[src/rtl/display_page_sched.sv]
// Page scheduler for the 4-digit display: picks one of four 16-bit requester
// pages by dwell timer or debounced button and drives it onto the digit bus.
module display_page_sched #(
    parameter int DWELL    = 50_000_000,
    parameter int DEBOUNCE = 1_000_000
) (
    input  logic        clk,
    input  logic        rst_n,
    input  logic [15:0] page0,
    input  logic [15:0] page1,
    input  logic [15:0] page2,
    input  logic [15:0] page3,
    input  logic [3:0]  valid,
    input  logic        auto_en,
    input  logic        btn_next,
    output logic [15:0] digit,
    output logic [1:0]  page_idx,
    output logic        page_strobe,
    output logic        idle
);

    localparam int DW_W = $clog2(DWELL);
    localparam int DB_W = $clog2(DEBOUNCE);

    typedef enum logic [0:0] {
        ST_IDLE = 1'b0,
        ST_SHOW = 1'b1
    } state_t;

    state_t          state_q, state_d;
    logic [1:0]      idx_q, idx_d;
    logic [15:0]     digit_q, digit_d;
    logic            strobe_q, strobe_d;
    logic            idle_q, idle_d;
    logic [DW_W-1:0] dwell_q, dwell_d;
    logic            sync1_q, sync2_q;
    logic            deb_q, deb_d;
    logic [DB_W-1:0] db_cnt_q, db_cnt_d;
    logic            press_q, press_d;
    logic [15:0]     pages_s [4];
    logic            advance_s;
    logic [1:0]      next_idx_s;

    // Round-robin search starting after cur; starting from 3 yields the lowest valid index.
    function automatic logic [1:0] rr_next(input logic [1:0] cur, input logic [3:0] v);
        logic [1:0] r;
        logic [1:0] cand;
        logic       found;
        r     = cur;
        found = 1'b0;
        for (int k = 1; k <= 4; k++) begin
            cand = cur + 2'(k);
            if (!found && v[cand]) begin
                r     = cand;
                found = 1'b1;
            end else begin
                r = r;
            end
        end
        return r;
    endfunction

    // Gather the requester pages into an indexable array.
    always_comb begin
        pages_s[0] = page0;
        pages_s[1] = page1;
        pages_s[2] = page2;
        pages_s[3] = page3;
    end

    // Debounce: accept the synchronized level only after it has been stable long enough.
    always_comb begin
        deb_d    = deb_q;
        db_cnt_d = '0;
        press_d  = 1'b0;
        if (sync2_q != deb_q) begin
            if (db_cnt_q == DB_W'(DEBOUNCE - 1)) begin
                deb_d   = sync2_q;
                press_d = sync2_q;
            end else begin
                db_cnt_d = db_cnt_q + DB_W'(1);
            end
        end else begin
            db_cnt_d = '0;
        end
    end

    // Page FSM: entry, advance (timer, button or lost page) and exit to IDLE.
    always_comb begin
        state_d    = state_q;
        idx_d      = idx_q;
        digit_d    = 16'h0000;
        strobe_d   = 1'b0;
        dwell_d    = '0;
        advance_s  = 1'b0;
        next_idx_s = rr_next(idx_q, valid);
        case (state_q)
            ST_IDLE: begin
                if (valid != 4'b0000) begin
                    state_d  = ST_SHOW;
                    idx_d    = rr_next(2'd3, valid);
                    strobe_d = 1'b1;
                    digit_d  = pages_s[idx_d];
                end else begin
                    digit_d = 16'h0000;
                end
            end
            ST_SHOW: begin
                if (valid == 4'b0000) begin
                    state_d = ST_IDLE;
                    digit_d = 16'h0000;
                end else begin
                    advance_s = !valid[idx_q] || press_q ||
                                (auto_en && (dwell_q == DW_W'(DWELL - 1)));
                    if (advance_s) begin
                        // Sole valid page: index stays, only the dwell restarts.
                        idx_d    = next_idx_s;
                        strobe_d = (next_idx_s != idx_q);
                        dwell_d  = '0;
                    end else if (auto_en) begin
                        dwell_d = dwell_q + DW_W'(1);
                    end else begin
                        dwell_d = '0;
                    end
                    digit_d = pages_s[idx_d];
                end
            end
            default: begin
                state_d = ST_IDLE;
                digit_d = 16'h0000;
            end
        endcase
        idle_d = (state_d == ST_IDLE);
    end

    // State, output and button-path registers.
    always_ff @(posedge clk or negedge rst_n) begin
        if (!rst_n) begin
            state_q  <= ST_IDLE;
            idx_q    <= 2'd0;
            digit_q  <= 16'h0000;
            strobe_q <= 1'b0;
            idle_q   <= 1'b1;
            dwell_q  <= '0;
            sync1_q  <= 1'b0;
            sync2_q  <= 1'b0;
            deb_q    <= 1'b0;
            db_cnt_q <= '0;
            press_q  <= 1'b0;
        end else begin
            state_q  <= state_d;
            idx_q    <= idx_d;
            digit_q  <= digit_d;
            strobe_q <= strobe_d;
            idle_q   <= idle_d;
            dwell_q  <= dwell_d;
            sync1_q  <= btn_next;
            sync2_q  <= sync1_q;
            deb_q    <= deb_d;
            db_cnt_q <= db_cnt_d;
            press_q  <= press_d;
        end
    end

    assign digit       = digit_q;
    assign page_idx    = idx_q;
    assign page_strobe = strobe_q;
    assign idle        = idle_q;

endmodule

[config.mk]
export PLATFORM = sky130hd
export DESIGN_NAME = display_page_sched
export DESIGN_NICKNAME = d
export VERILOG_FILES = /design/src/rtl/display_page_sched.sv
export SDC_FILE = /design/constraint.sdc
export NUM_CORES = 1
export LEC_CHECK = 0
export CAP_MARGIN = 10
export CORE_ASPECT_RATIO = 0.8
export CORE_MARGIN = 2
export CORE_UTILIZATION = 50
export DETAILED_ROUTE_END_ITERATION = 8
export GPL_TIMING_DRIVEN = 0
export PLACE_DENSITY_LB_ADDON = 0.12
export SETUP_SLACK_MARGIN = 0.05
export SLEW_MARGIN = 20
export SYNTH_ARGS = -nofsm -noshare
export SYNTH_HDL_FRONTEND = slang
export SYNTH_SLANG_ARGS = --single-unit
[constraint.sdc]
create_clock -name clk -period 3.1 [get_ports clk]
set_clock_uncertainty 0.1 [all_clocks]
set_input_delay 0.465 -clock clk [delete_from_list [all_inputs] [get_ports clk]]
set_output_delay 0.465 -clock clk [all_outputs]
set_load 0.05 [all_outputs]
==> results of run 1 <==
==> synthesized netlist by cell type (all sizes together) (2+ instances only) <==
library cell / count / area (sq um)
and3: 9 / 56.3
nor4b: 2 / 17.5
nand3: 16 / 80.1
o211ai: 3 / 22.5
nand2: 53 / 199
xor2: 24 / 210
nor4bb: 2 / 20.0
and4b: 2 / 20.0
buf: 9 / 61.3
o21a: 2 / 15.0
nand4: 10 / 68.8
clkbuf: 13 / 48.8
inv: 8 / 30.0
o221ai: 16 / 140
o21ai: 23 / 115
xnor2: 19 / 166
dfrtp: 70 / 1750
ha: 2 / 25.0
mux2: 3 / 33.8
nor2: 74 / 278
a21oi: 21 / 105
and4: 3 / 26.3
mux2i: 46 / 460
nor3: 6 / 30.0
nor4: 6 / 37.5
==> metrics by stage <==
| step | utilization | setup TNS [ns] | area, sq um | instances | setup WS (ns) |
|---|---|---|---|---|---|
| global route | 0.660 | 0 | 5530 | 683 | 0.0568 |
| global placement | 0.631 | -79.24 | 5280 | 665 | -0.995 |
| CTS | 0.660 | 0 | 5520 | 683 | 0.0816 |
| floorplan | - | 0 | 4240 | 463 | 0.446 |
| detailed placement | 0.634 | -11.88 | 5310 | 666 | -0.580 |
| finish | 0.660 | 0 | 5530 | 683 | 0.245 |
==> critical path: stages <==
cell             delay (ns)
clkdlybuf4s50_1        0.53
clkbuf_2               0.27
inv_1                  0.12
o22a_1                 0.22
o21ai_0                0.39
o21ai_1                0.18
nand2_1                0.25
buf_2                  0.32
o221ai_1               0.19
==> repair_timing <==
action / CTS / global route
endpoints found under the hold margin: 12 / 0
gates resized for setup: 1 / 6
endpoints found under the setup margin: 20 / 11
hold buffers: 1 / 0
==> sequential cells by signal, summed over array words and instances, names as in the netlist <==
| signal | flops |
|---|---|
| db_cnt_q | 20 |
| deb_q | 1 |
| digit | 16 |
| dwell_q | 26 |
| idle | 1 |
| page_idx | 2 |
| page_strobe | 1 |
| press_q | 1 |
| state_q | 1 |
| sync1_q | 1 |
| sync2_q | 1 |
==> how the worst max path moves through the flow <==
stage                start           to  slack, ns
2_1_floorplan  page_idx[1]  page_idx[0]       0.45
3_3_place_gp         rst_n  dwell_q[16]       -1.0
3_5_place_dp      valid[1]    digit[10]      -0.58
4_1_cts           valid[1]    digit[10]       0.08
5_1_grt         dwell_q[0]    digit[10]       0.06
6_report          valid[1]     digit[7]       0.25
==> cells by family (layout without fill, tap and decap cells) <==
logic type                 Yosys count  count (layout)  synth area share
AOI/OAI and AO/OA                   75              75             0.118
xor gates and xnor gates            43              43            0.0888
adders and majority gates            2               2           0.00590
buffers and inverters               30             138            0.0330
DFF                                 71              71             0.419
muxes                               50              50             0.122
and+or+nand+nor                    192             192             0.214
==> cell type report <==
type	instances	area (sq um)	share of cell area
well taps	112	140	0.0254
plain buffers	22	114	0.0206
clock buffers	11	141	0.0256
clock inverters	5	56.3	0.0102
repair buffers	92	936	0.169
inverters	8	30.0	0.00543
flip-flops and latches	71	1780	0.322
multi-input cells	362	2330	0.422
==> metal layers <==
metal	vias to the layer above	track usage	routed length [um]
li1	1847	-	-
met1	1872	0.357	5250
met2	143	0.430	5390
met3	30	0.0617	699
met4	0	0.125	363
met5	-	0	0
==> report_power, final <==
part / internal (mW) / total, mW / switching (mW)
logic: 0.843 / 2.10 / 1.26
registers: 1.07 / 1.13 / 0.0618
clock network: 0.394 / 0.760 / 0.366
total: 2.31 / 3.99 / 1.68
==> results.sh, run 1 <==
export IMPL_synthCells=463
export IMPL_peakVddDrop_mv=0.507
export IMPL_synth_async_sr_flop_share=1.00
export IMPL_leakagePower_nw=2.31
export IMPL_fin_crit_sh=0.921
export IMPL_cts_root_buf="clkbuf_8"
export IMPL_synth_distinct_cells=50
export IMPL_crit_arrival_ns=2.96
export IMPL_synth_area_sq_um=4240
export IMPL_clk_pin_slew_ns=0.08
export IMPL_clock_sinks=71
export IMPL_rows=30
export IMPL_drive_gt1_frac=0.0648
export IMPL_dr_pass1_iters=5
export IMPL_cts_buffers=9
export IMPL_rsz0062_at_grt="no"
export IMPL_synth_ff_type="dfrtp_1"
export IMPL_synth_net_count=537
export IMPL_fp_dieW_um=107
export IMPL_routed_via_density=5.70
export IMPL_cts_setup_buffers=0
export IMPL_reg2reg_to="digit[7]"
export IMPL_drt_initial_drc_count=227
export IMPL_drc=0
export IMPL_grt_ovfl_total=0
export IMPL_fin_nets=640
export IMPL_worstHoldEndpoint="sync2_q"
export IMPL_fillCellCount=669
export IMPL_synth_seq_cells=71
export IMPL_synth_edf_count=0
export IMPL_status="finished clean"
export IMPL_worstMarginPinSlew_ns=0.761
export IMPL_vias=3892
export IMPL_final_cell_mix="clkdlybuf4s50_1 (89), nor2_1 (74), dfrtp_1 (70)"
export IMPL_crit_type="input port to flop"
export IMPL_hp_start="sync1_q"
export IMPL_grt_max_degree=59
export IMPL_grt_pass1_vias=4029
export IMPL_die_area_sq_um=9240
export IMPL_relSlewSlack=0.488
export IMPL_die_h_um=86.4
export IMPL_finalPower_mw=3.99
export IMPL_syn_avg_cell_area_sq_um=9.16
export IMPL_cts_tree="done"
export IMPL_yosysSeqAreaShare=0.419
export IMPL_wire_per_inst_um=17.1
export IMPL_antenna_found_initial=0
export IMPL_worstSkewPairLatency_ns=0.36
export IMPL_clockBufferDepth=2
export IMPL_start_util=0.507
export IMPL_whs_ns=0.258
export IMPL_r2r_start="dwell_q[0]"
export IMPL_cp_start_kind="input port"
export IMPL_drv_cap=0
export IMPL_crit_fanout=10
export IMPL_routed_wl_um=11700
export IMPL_cp_end_kind="flop"
export IMPL_ff2ff_setup_slack_ns=0.28
export IMPL_fp_coreArea_sq_um=8370
export IMPL_maxSlewViolCount=0
export IMPL_reg2reg_depth=8
export IMPL_cp_required_ns=3.20
export IMPL_grt_pass1_wl_um=19600
export IMPL_dpl_hpwl_um=8420
export IMPL_fmax_ghz=0.350
export IMPL_portBuffers=90
export IMPL_drtAntennaViolNets=0
export IMPL_powerDensity_nw_per_um2=722
export IMPL_hold_viol=0
export IMPL_period_needed_ns=2.85
export IMPL_insertedDiodeCount=0
export IMPL_hold_depth=0
export IMPL_grt_use_total=0.271
export IMPL_hp_class="flop to flop"
export IMPL_io_pins=92
export IMPL_routabilityCongestion=0.865
export IMPL_final_setup_viol_count=0
export IMPL_yosysWarnings=0
export IMPL_final_common_cell="clkdlybuf4s50_1"
export IMPL_area_delta_synth_final_pct=30.3
export IMPL_ctsHtreeMaxLevel=3
No activity file was read; power rests on OpenSTA's default activity.
==> run 2: changes to the inputs <==
- CORE_UTILIZATION: 50 -> 46
- clock period: 3.1 -> 2.29 ns (I/O delays scaled with it)
==> run 2 against run 1 <==
Effect of this change:
- clock power up 82%
- via count up 2.3%
- the flow now finishes with violations (setup timing)
- count of clock-buffer cells in the layout fell by 2
- highest routed layer is now met5
==> results.sh, run 2 (synthesis gave the netlist of run 1 again) <==
export IMPL_clock_sinks=71
export IMPL_dpl_hpwl_um=8450
export IMPL_cp_end_kind="flop"
export IMPL_grt_use_total=0.246
export IMPL_routed_via_density=5.59
export IMPL_cts_root_buf="clkbuf_16"
export IMPL_powerDensity_nw_per_um2=1050
export IMPL_drtAntennaViolNets=0
export IMPL_maxSlewViolCount=0
export IMPL_fillCellCount=710
export IMPL_violations="setup timing"
export IMPL_preCtsSetupSlack_ns=-1.32
export IMPL_portBuffers=90
export IMPL_routed_wl_um=12300
export IMPL_slowest_stage="or3_4"
export IMPL_peakVddDrop_mv=0.758
export IMPL_largest_reg_flops=26
export IMPL_fp_dieW_um=111
export IMPL_cp_required_ns=2.38
export IMPL_crit_fanout=8
export IMPL_drv_cap=0
export IMPL_grt_max_degree=56
export IMPL_place_area_sq_um=5340
export IMPL_fin_area_sq_um=6080
export IMPL_crit_arrival_ns=2.56
export IMPL_wire_per_inst_um=17.2
export IMPL_fin_tns_setup_ns=-2.24
export IMPL_final_setup_viol_count=17
export IMPL_cp_top_family="compound AO/OA/AOI/OAI gates"
export IMPL_io_pins=92
export IMPL_drc=0
export IMPL_cp_start_kind="flop"
export IMPL_crit_path_max_incr_delay_ns=0.41
export IMPL_die_area_sq_um=10000
export IMPL_final_cell_mix="clkdlybuf4s50_1 (86), nor2_1 (74), dfrtp_1 (63)"
export IMPL_fin_nets=666
export IMPL_status="finished with violations"
export IMPL_grt_ovfl_total=0
export IMPL_largest_register="dwell_q"
export IMPL_hold_viol=0
export IMPL_rsz0062_at_grt="yes"
export IMPL_antenna_found_initial=1
export IMPL_start_util=0.471
export IMPL_relSlewSlack=0.628
export IMPL_crit_type="flop to flop"
export IMPL_vias=3982
export IMPL_layout_setup_ws_ns=-0.182
export IMPL_cp_buffers_inverters=2
export IMPL_leakagePower_nw=2.55
export IMPL_drive_gt1_frac=0.169
export IMPL_cts_tree="done"
export IMPL_dr_pass1_iters=6
export IMPL_fp_coreArea_sq_um=9000
export IMPL_cts_buffers=9
export IMPL_die_h_um=89.9
export IMPL_fin_crit_sh=1.08
export IMPL_clockBufferDepth=2
export IMPL_path_cells="ha_4 > nand2_1 > or3_4 > o2111a_1 > a211oi_4 > buf_12 > buf_8 > mux2i_2 > o221ai_2"
export IMPL_rows=31
export IMPL_dp_cells=669
export IMPL_hp_class="flop to flop"
export IMPL_area_delta_synth_final_pct=43.3
export IMPL_grt_pass1_vias=3978
export IMPL_ctsHtreeMaxLevel=3
export IMPL_stdcell_count=712
export IMPL_routabilityCongestion=0.839
export IMPL_worstMarginPinSlew_ns=0.553
export IMPL_worstSkewPairLatency_ns=0.33
export IMPL_fmax_ghz=0.404
export IMPL_insertedDiodeCount=0
export IMPL_final_common_cell="clkdlybuf4s50_1"
export IMPL_clk_pin_slew_ns=0.06
export IMPL_drt_initial_drc_count=237
export IMPL_period_needed_ns=2.47
export IMPL_grt_pass1_wl_um=19900
==> run 2: cell types whose count changed in the layout (fill, tap and decap cells not counted), sizes merged <==
cell and delta:
clkinv +1, dlygate4sd2 +3, clkdlybuf4s50 -3, buf +27, clkbuf -3, clkinvlp +1
==> run 2: worst register-to-register path: stages, from the launching register on <==
cell	delay [ns]
dfrtp_1	0.39
ha_4	0.16
nand2_1	0.09
or3_4	0.41
o2111a_1	0.27
a211oi_4	0.20
buf_12	0.17
buf_8	0.13
mux2i_2	0.24
o221ai_2	0.16
==> run 2: path summary, 6_finish.rpt <==
check,startpoint,end,slack (ns),cells after the start
setup reg to reg,dwell_q[0],digit[10],-0.18,9
min in group asynchronous,rst_n,digit[9],0.32,2
hold reg to reg,sync1_q,sync2_q,0.25,0
max in group asynchronous,rst_n,idle,1.16,3
setup / recovery,dwell_q[0],digit[10],-0.18,9
hold / removal,sync1_q,sync2_q,0.25,0
==> run 2: layer usage <==
layer,up-vias,GRT usage,share of wire
met4,2,0.0988,0.021
met1,1910,0.331,0.45
li1,1909,-,-
met3,23,0.0472,0.051
met2,138,0.395,0.47
met5,-,0,0.0011
==> run 2: timing repair <==
item                       in CTS  in global routing
resized for setup              46                 17
cloned                          3                  0
hold endpoints to repair       16                  0
setup endpoints to repair      55                 30
hold buffers                    1                  0
pin swaps                      11                  8
buffers inserted               14                 10
==> run 2: where the power goes <==
group / leakage, nW / internal, mW / switching (mW)
clock network: 0.142 / 0.844 / 0.540
logic: 1.48 / 1.55 / 1.90
registers: 0.929 / 1.45 / 0.0882
==> run 2: through the flow <==
step / power, mW / hold slack (ns) / util
global route: 6.64 / 0.265 / 0.676
finish: 6.38 / 0.255 / 0.676
global placement: 4.38 / 0.239 / 0.591
floorplan: 3.54 / -0.0521 / -
CTS: 6.27 / 0.255 / 0.658
detailed placement: 4.43 / 0.138 / 0.593
==> run 2: final cells by class <==
cell class | instances | area, sq um | share of cell area
clock buffers | 9 | 225 | 0.0370
multi-input cells | 362 | 2520 | 0.415
flip-flops and latches | 71 | 1790 | 0.294
clock inverters | 7 | 72.6 | 0.0119
repair buffers | 119 | 1150 | 0.189
well taps | 115 | 144 | 0.0237
inverters | 8 | 30.0 | 0.00494
plain buffers | 21 | 153 | 0.0251
